--- src/rtl/ps2_pkg.sv ---
// Shared types and constants for the PS/2 mouse packet assembler.
package ps2_pkg;

    typedef enum logic [1:0] {
        WAIT_B1 = 2'd0,
        WAIT_B2 = 2'd1,
        WAIT_B3 = 2'd2
    } ps2_state_t;

    localparam int         PS2_SYNC_BIT     = 3;
    localparam int         PS2_PKT_BYTES    = 3;
    localparam logic [7:0] PS2_STATUS_RESET = 8'h08;

    // A status byte always carries a 1 in the sync position.
    function automatic logic is_sync_byte(input logic [7:0] b);
        return b[PS2_SYNC_BIT];
    endfunction

endpackage

--- src/rtl/ps2_packet_assembler_if.sv ---
// Byte-in / packet-out bus between the PS/2 receiver side and the packet assembler.
interface ps2_packet_assembler_if;
    logic [7:0] rx_data;
    logic       rx_done;
    logic       packet_done;
    logic [7:0] packet1;
    logic [7:0] packet2;
    logic [7:0] packet3;
    logic       sync_err;

    modport master (
        output rx_data, rx_done,
        input  packet_done, packet1, packet2, packet3, sync_err
    );

    modport slave (
        input  rx_data, rx_done,
        output packet_done, packet1, packet2, packet3, sync_err
    );
endinterface

--- src/rtl/ps2_rx_timer.sv ---
// Saturating inter-byte timeout counter; expired is high while enabled at TIMEOUT_CYCLES-1.
module ps2_rx_timer #(
    parameter int TIMEOUT_CYCLES = 2000000
) (
    input  logic clk,
    input  logic reset,
    input  logic clear,
    input  logic enable,
    output logic expired
);

    localparam int            CW    = $clog2(TIMEOUT_CYCLES);
    localparam logic [CW-1:0] LIMIT = CW'(TIMEOUT_CYCLES - 1);

    logic [CW-1:0] count_r;

    // Count up while enabled, holding at LIMIT so the counter never wraps.
    always_ff @(posedge clk) begin
        if (!reset) begin
            count_r <= '0;
        end else if (clear) begin
            count_r <= '0;
        end else if (enable && (count_r != LIMIT)) begin
            count_r <= count_r + 1'b1;
        end else begin
            count_r <= count_r;
        end
    end

    assign expired = enable && (count_r == LIMIT);

endmodule

--- src/rtl/ps2_packet_assembler.sv ---
// Assembles three PS/2 mouse bytes into a packet, resyncing on status bit 3.
// Optional inter-byte timeout is enabled by defining PS2_PKT_TIMEOUT_EN.
module ps2_packet_assembler
    import ps2_pkg::*;
#(
    parameter int TIMEOUT_CYCLES = 2000000
) (
    input  logic                         clk,
    input  logic                         reset,
    ps2_packet_assembler_if.slave        bus
);

    ps2_state_t state_r;
    ps2_state_t state_s;
    logic [7:0] byte1_r;
    logic [7:0] byte2_r;
    logic       load_b1_s;
    logic       load_b2_s;
    logic       emit_s;
    logic       err_s;
    logic       timeout_s;

`ifdef PS2_PKT_TIMEOUT_EN
    logic timer_clear_s;
    logic timer_enable_s;

    assign timer_clear_s  = bus.rx_done || (state_r == WAIT_B1);
    assign timer_enable_s = (state_r != WAIT_B1);

    ps2_rx_timer #(
        .TIMEOUT_CYCLES (TIMEOUT_CYCLES)
    ) u_timer (
        .clk     (clk),
        .reset   (reset),
        .clear   (timer_clear_s),
        .enable  (timer_enable_s),
        .expired (timeout_s)
    );
`else
    assign timeout_s = 1'b0;
`endif

    // FSM state register.
    always_ff @(posedge clk) begin
        if (!reset) begin
            state_r <= WAIT_B1;
        end else begin
            state_r <= state_s;
        end
    end

    // Next state and datapath controls; a timeout aborts first, then the byte is a byte-1 candidate.
    always_comb begin
        state_s   = state_r;
        load_b1_s = 1'b0;
        load_b2_s = 1'b0;
        emit_s    = 1'b0;
        err_s     = 1'b0;
        if (timeout_s) begin
            err_s   = 1'b1;
            state_s = WAIT_B1;
            if (bus.rx_done && is_sync_byte(bus.rx_data)) begin
                load_b1_s = 1'b1;
                state_s   = WAIT_B2;
            end else begin
                load_b1_s = 1'b0;
            end
        end else if (bus.rx_done) begin
            case (state_r)
                WAIT_B1: begin
                    if (is_sync_byte(bus.rx_data)) begin
                        load_b1_s = 1'b1;
                        state_s   = WAIT_B2;
                    end else begin
                        err_s = 1'b1;
                    end
                end
                WAIT_B2: begin
                    load_b2_s = 1'b1;
                    state_s   = WAIT_B3;
                end
                WAIT_B3: begin
                    emit_s  = 1'b1;
                    state_s = WAIT_B1;
                end
                default: begin
                    state_s = WAIT_B1;
                end
            endcase
        end else begin
            state_s = state_r;
        end
    end

    // Byte staging and registered packet outputs; packets change only on emit.
    always_ff @(posedge clk) begin
        if (!reset) begin
            byte1_r         <= 8'h00;
            byte2_r         <= 8'h00;
            bus.packet1     <= PS2_STATUS_RESET;
            bus.packet2     <= 8'h00;
            bus.packet3     <= 8'h00;
            bus.packet_done <= 1'b0;
            bus.sync_err    <= 1'b0;
        end else begin
            if (load_b1_s) begin
                byte1_r <= bus.rx_data;
            end else begin
                byte1_r <= byte1_r;
            end
            if (load_b2_s) begin
                byte2_r <= bus.rx_data;
            end else begin
                byte2_r <= byte2_r;
            end
            if (emit_s) begin
                bus.packet1 <= byte1_r;
                bus.packet2 <= byte2_r;
                bus.packet3 <= bus.rx_data;
            end else begin
                bus.packet1 <= bus.packet1;
                bus.packet2 <= bus.packet2;
                bus.packet3 <= bus.packet3;
            end
            bus.packet_done <= emit_s;
            bus.sync_err    <= err_s;
        end
    end

endmodule
--- src/flat_wrapper.sv ---
// flat-port wrapper written by rule: the top's interface ports become plain ports
module ps2_packet_assembler_flat import ps2_pkg::*;
#(
    parameter int TIMEOUT_CYCLES = 2000000
)
  (clk, reset, bus_rx_data, bus_rx_done, bus_packet_done, bus_packet1, bus_packet2, bus_packet3, bus_sync_err);
  ps2_packet_assembler_if bus_i ();
  input  logic clk;
  input  logic reset;
  input wire logic [$bits(bus_i.rx_data)-1:0] bus_rx_data;
  input wire logic [$bits(bus_i.rx_done)-1:0] bus_rx_done;
  output wire logic [$bits(bus_i.packet_done)-1:0] bus_packet_done;
  output wire logic [$bits(bus_i.packet1)-1:0] bus_packet1;
  output wire logic [$bits(bus_i.packet2)-1:0] bus_packet2;
  output wire logic [$bits(bus_i.packet3)-1:0] bus_packet3;
  output wire logic [$bits(bus_i.sync_err)-1:0] bus_sync_err;
  assign bus_i.rx_data = bus_rx_data;
  assign bus_i.rx_done = bus_rx_done;
  assign bus_packet_done = bus_i.packet_done;
  assign bus_packet1 = bus_i.packet1;
  assign bus_packet2 = bus_i.packet2;
  assign bus_packet3 = bus_i.packet3;
  assign bus_sync_err = bus_i.sync_err;
  ps2_packet_assembler #(.TIMEOUT_CYCLES(TIMEOUT_CYCLES)) u_core (.clk(clk), .reset(reset), .bus(bus_i));
endmodule
--- config.mk ---
export PLATFORM = sky130hd
export DESIGN_NAME = ps2_packet_assembler_flat
export DESIGN_NICKNAME = d
export VERILOG_FILES = /design/src/rtl/ps2_pkg.sv /design/src/rtl/ps2_packet_assembler_if.sv /design/src/rtl/ps2_rx_timer.sv /design/src/rtl/ps2_packet_assembler.sv /design/src/flat_wrapper.sv
export SDC_FILE = /design/constraint.sdc
export NUM_CORES = 1
export LEC_CHECK = 0
export ABC_CLOCK_PERIOD_IN_PS = 1410
export CORE_MARGIN = 1.5
export CORE_UTILIZATION = 30
export DETAILED_ROUTE_END_ITERATION = 16
export HOLD_SLACK_MARGIN = 0.03
export PLACE_DENSITY = 0.6
export SETUP_SLACK_MARGIN = 0.4
export SLEW_MARGIN = 25
export SYNTH_ARGS = -nofsm -noshare
export SYNTH_HDL_FRONTEND = slang
export SYNTH_SLANG_ARGS = --single-unit
--- constraint.sdc ---
create_clock -name clk -period 1.41 [get_ports clk]
set_clock_uncertainty 0.05 [all_clocks]
set_input_delay 0.2115 -clock clk [delete_from_list [all_inputs] [get_ports clk]]
set_output_delay 0.2115 -clock clk [all_outputs]
set_load 0.02 [all_outputs]
==> metrics, run 1 <==
status complete, no violations; vias in the first global route 1158; Slew Viols, Final 0; Total GRT Usage 0.113; crit path capture type flop; achievable frequency 0.920 GHz; post-synthesis mux area share 0.234; Synth async-reset ratio 0; slew margin rel. 0.823; Layout fillers ~510; Synth Area in Compound Gates 0.0185; Post-Route WL 3.12 mm; clock slew at reported path FFs 90 ps; Max stage delay on crit path approximately 360 ps; I/O pin count 37; Lkg Pwr 1.02 nW; routability cong. 0.679; nets around 210; vias per cell 4.43; Cell Pwr Density around 970 nW/µm²; Post-Synthesis Cell Area 1620 µm²; Ys Warns 0; Period Utilization, post-route 0.770; worst slew pin tran 265 ps; Peak supply drop roughly 460 µV; CTS buffer count 5; commonest non-fill, non-tap cell in the layout nand2_1; Final Critical Period 1090 ps; slowest CP cell dfxtp_4; Clock Tree Buf Depth 2; Max Cap Violations 0; pin count of the biggest net entering global routing 48; initial DRC count 35; die width between 70 and 80 µm; Layout Cells excl Fill approximately 270; post-layout util 0.447; placed cell area between 2000 and 2500 µm²; CP cell instances and3b_2 > buf_4 > mux2i_1; most frequent cells in the layout 46 x nand2_1, 38 x mux2i_1, 31 x buf_6, 26 x dfxtp_2, 16 x dfxtp_1; share of layout cells above drive strength 1 0.401; standard-cell row count 26; Post-route DRC 0; placed cells between 200 and 300; kind of critical path flop to flop; Die Span Y 76.6 µm; Top FF cell, synth dfxtp_1; Max FO, Critical Path 7; Cell variety after synth 21; synthesis-to-finish area growth 42.5%; first-pass GRT wire length 5.24 mm; post-DP HPWL 1.92 mm; GR Util met3 0.0335; GRT busiest layer met2; First-pass DRT Iterations 4; Post-Synthesis Cells 154; die area 5860 µm²; FF+latch count, synth 44; Overflow after GRT 0; Simple-Gate Fraction of Synth Area 0.154; unrepaired setup endpoints after global routing true; Post-synth EDFFs 0; total number of vias 1205; CORE AREA 5170 µm²; Initial Util 0.314; initial antenna violation count 0; Seq/Total Area, Yosys 0.543; clock latency on the worst-skew pair 300 ps; Finish-stage setup viols 0; Worst Hold Class primary input to flop; CP Data Arrival Time ~1300 ps; final instance area 2310 µm²; met2 Usage GRT 0.158; total power roughly 2.3 mW; post-synthesis xor/xnor area fraction 0; CP required 1580 ps; Post-Synth Adder-Cell Area 0; largest family of logic cells by synthesized area multiplexers; Final Hold Vio Count 0; clock sink count 44; antenna viol nets, final 0; # H-tree levels 2; Mapped Nets 165; Worst Setup Start Kind flop; met1 GRT Util 0.153; Buffers on Ports 36; ANT cells 0; syn_area_per_cell 10.5 µm²; drt wl/cell ~11 µm; clock root buffer clkbuf_8; TritonCTS clock tree yes
==> power breakdown <==
group	switching, mW	total, mW	internal [mW]	leakage (nW)
combinational	0.0803	0.166	0.0853	0.610
clock	0.458	0.810	0.351	0.0404
sequential	0.0118	1.28	1.27	0.370
==> critical path: cells and delay by family, from the launching register on <==
family	cells	cell delay, ps
buffers and inverters	1	160
flip-flops	1	360
multiplexers	1	180
AND/OR/NAND/NOR	1	270
==> final cells by class <==
class	count	area (µm²)	share of cell area
Tap cell	70	87.6	0.0379
Timing Repair Buffer	50	522	0.226
Sequential cell	44	921	0.398
Inverter	1	3.75	0.00162
Clock buffer	5	68.8	0.0298
Clock inverter	3	23.8	0.0103
Multi-Input combinational cell	99	686	0.297
==> flip-flops by register name, indices dropped and copies added, names as in the netlist <==
signal / flops
u_core.byte1_r: 8
u_core.bus.packet1: 8
u_core.bus.packet2: 8
u_core.state_r: 2
u_core.bus.packet3: 8
u_core.byte2_r: 8
u_core.bus.packet_done: 1
u_core.bus.sync_err: 1
==> stage by stage <==
step / setup TNS [ps] / hold slack (ps) / setup slack [ps]
final: 0 / 167 / 324
after global routing: 0 / 178 / 250
after CTS: 0 / 163 / 319
after detailed placement: -2850 / 397 / -200
after global placement: -2390 / 396 / -160
after floorplan: 0 / 323 / 331
==> final timing paths <==
kind                                   startpoint                    end  slack, ps  cells past startpoint
worst min-delay path                        reset  u_core.bus.packet2[0]        170                      3
worst max-delay path            u_core.state_r[0]  u_core.bus.packet2[7]        320                      3
worst min register to register  u_core.byte1_r[6]  u_core.bus.packet1[6]        420                      2
worst max register to register  u_core.state_r[0]  u_core.bus.packet2[7]        320                      3
==> synth_stat cells, types with 2 or more instances <==
cell      number  area [µm²]
buf_2          4        20.0
clkbuf_1       3        11.3
nand2_1       46         173
dfxtp_1       44         881
buf_4          2        15.0
o21a_1         2        15.0
nand3b_1       2        15.0
mux2i_1       38         380
==> metal layers <==
layer | wire (µm) | part of all wire
met1 | 1660 | 0.53
met2 | 1260 | 0.40
met3 | 139 | 0.045
met4 | 65 | 0.021
met5 | 0 | 0
==> kinds of logic (layout without fill, tap and decap cells) <==
family                 count (synthesis)  in the layout
buffers and inverters                 12             59
multiplexers                          38             38
AO/OA/AOI/OAI                          4              4
AND/OR/NAND/NOR                       56             57
flip-flops                            44             44
==> timing repair <==
action                                  4_1_cts  5_1_grt
hold buffers                                  0        0
gates resized for setup                     185       13
gates cloned                                  1        1
pin swaps                                     1        2
endpoints found under the setup margin       69       69
buffers inserted                              2        3
No activity file was read; power rests on OpenSTA's default activity.
==> run 2: changes to the inputs <==
--- a/config.mk
+++ b/config.mk
@@ -5,12 +5,12 @@
 export SDC_FILE = /design/constraint.sdc
 export NUM_CORES = 1
 export LEC_CHECK = 0
-export ABC_CLOCK_PERIOD_IN_PS = 1410
+export ABC_CLOCK_PERIOD_IN_PS = 910
 export CORE_MARGIN = 1.5
 export CORE_UTILIZATION = 30
 export DETAILED_ROUTE_END_ITERATION = 16
 export HOLD_SLACK_MARGIN = 0.03
-export PLACE_DENSITY = 0.6
+export PLACE_DENSITY = 0.62
 export SETUP_SLACK_MARGIN = 0.4
 export SLEW_MARGIN = 25
 export SYNTH_ARGS = -nofsm -noshare
==> constraint.sdc (replaced) <==
create_clock -name clk -period 0.91 [get_ports clk]
set_clock_uncertainty 0.05 [all_clocks]
set_input_delay 0.1365 -clock clk [delete_from_list [all_inputs] [get_ports clk]]
set_output_delay 0.1365 -clock clk [all_outputs]
set_load 0.02 [all_outputs]
==> metrics, run 2 (synthesized netlist as in run 1, its figures left out) <==
Slew Viols, Final 0; post-layout util 0.466; Worst Setup Start Kind flop; share of layout cells above drive strength 1 0.401; CP required 1070 ps; critical path startpoint u_core.state_r[0]; worst slew pin tran 226 ps; Lkg Pwr 1.06 nW; Period Utilization, post-route 1.21; CTS buffer count 5; CORE AREA 5170 µm²; Cell Pwr Density 1550 nW/µm²; Max stage delay on crit path around 350 ps; unrepaired setup endpoints after global routing true; total number of vias 1199; Initial Util 0.314; clock root buffer clkbuf_8; most frequent cells in the layout 46 x nand2_1, 38 x mux2i_1, 30 x buf_6, 27 x dfxtp_4, 16 x dfxtp_1; die width 76.6 µm; Finish-stage setup viols 69; failing checks setup timing; post-layout worst setup margin -194 ps; # H-tree levels 2; Layout Cells excl Fill 272; placed cells 262; Crit path max-delay family flip-flops; Total GRT Usage 0.120; Reg2Reg Depth 3; vias in the first global route 1181; synthesis-to-finish area growth 48.7%; clock sink count 44; initial DRC count 29; clock slew at reported path FFs 80 ps; buffer and inverter count on the worst path 1; pin count of the biggest net entering global routing 31; kind of critical path flop to flop; Worst Hold Class primary input to flop; standard-cell row count 26; drt wl/cell between 10 and 15 µm; commonest non-fill, non-tap cell in the layout nand2_1; first-pass GRT wire length between 5 and 6 mm; TritonCTS clock tree yes; initial antenna violation count 0; pre-CTS setup slack -600 ps; routability cong. 0.683; Max Cap Violations 0; Clock Tree Buf Depth 2; WHS Path Cells 4; Overflow after GRT 0; status finished with violations; vias per cell 4.41; die area 5860 µm²; Buffers on Ports 36; CP Data Arrival Time 1260 ps; Final Critical Period between 1000 and 1500 ps; Final Hold Vio Count 0; Peak supply drop approximately 690 µV; final setup TNS -6610 ps; Post-route DRC 0; placed cell area roughly 2200 µm²; achievable frequency about 0.91 GHz; Post-Route WL ~3.3 mm; nets roughly 210; crit path capture type flop; antenna viol nets, final 0; Max FO, Critical Path 7; ANT cells 0; reg-to-reg critical path startpoint u_core.state_r[0]; clock latency on the worst-skew pair between 200 and 300 ps; CP cell instances and3b_2 > buf_6 > mux2i_1; First-pass DRT Iterations 4; Hold Startpoint reset; total power 3.73 mW; post-DP HPWL 2.15 mm; Die Span Y between 70 and 80 µm; Hold Worst Slack 229 ps; slowest CP cell dfxtp_2; I/O pin count 37; final instance area 2410 µm²; CP Depth 3; slew margin rel. 0.849
-- run 2: path summary, 6_finish.rpt --
kind,slack [ps],to
setup / recovery,-190,u_core.bus.packet2[1]
setup reg to reg,-190,u_core.bus.packet2[1]
hold / removal,230,u_core.bus.packet3[7]
hold reg to reg,410,u_core.bus.packet2[5]
-- run 2: layout make-up --
| class | instances | area [µm²] |
|---|---|---|
| flip-flops and latches | 44 | 983 |
| multi-input cells | 99 | 682 |
| inverters | 1 | 3.75 |
| clock buffers | 6 | 82.6 |
| clock inverters | 2 | 38.8 |
| fillers | 508 | 2760 |
| well taps | 70 | 87.6 |
| repair buffers | 50 | 534 |
-- run 2: report_power, final --
group | switching (mW) | internal [mW]
registers | 0.0186 | 1.89
logic | 0.129 | 0.141
clock network | 0.652 | 0.897
total | 0.799 | 2.93
-- run 2: routing by layer --
layer	track usage	vias up	wire, µm	share of wire
li1	-	611	-	-
met1	0.148	558	1600	0.48
met2	0.199	26	1590	0.48
met3	0.0347	4	127	0.038
met4	0.0444	0	23	0.0069
met5	0	-	0	0
-- run 2: repair_timing --
action                     CTS  global route
gates cloned                 1             0
setup buffers                0             1
resized for setup          160             6
pin swaps                    4             0
hold buffers                 0             0
setup endpoints to repair   70            70
-- run 2: worst min-delay path: stages --
cell,delay [ps]
buf_2,130
buf_4,160
nand2_1,60
mux2i_1,50
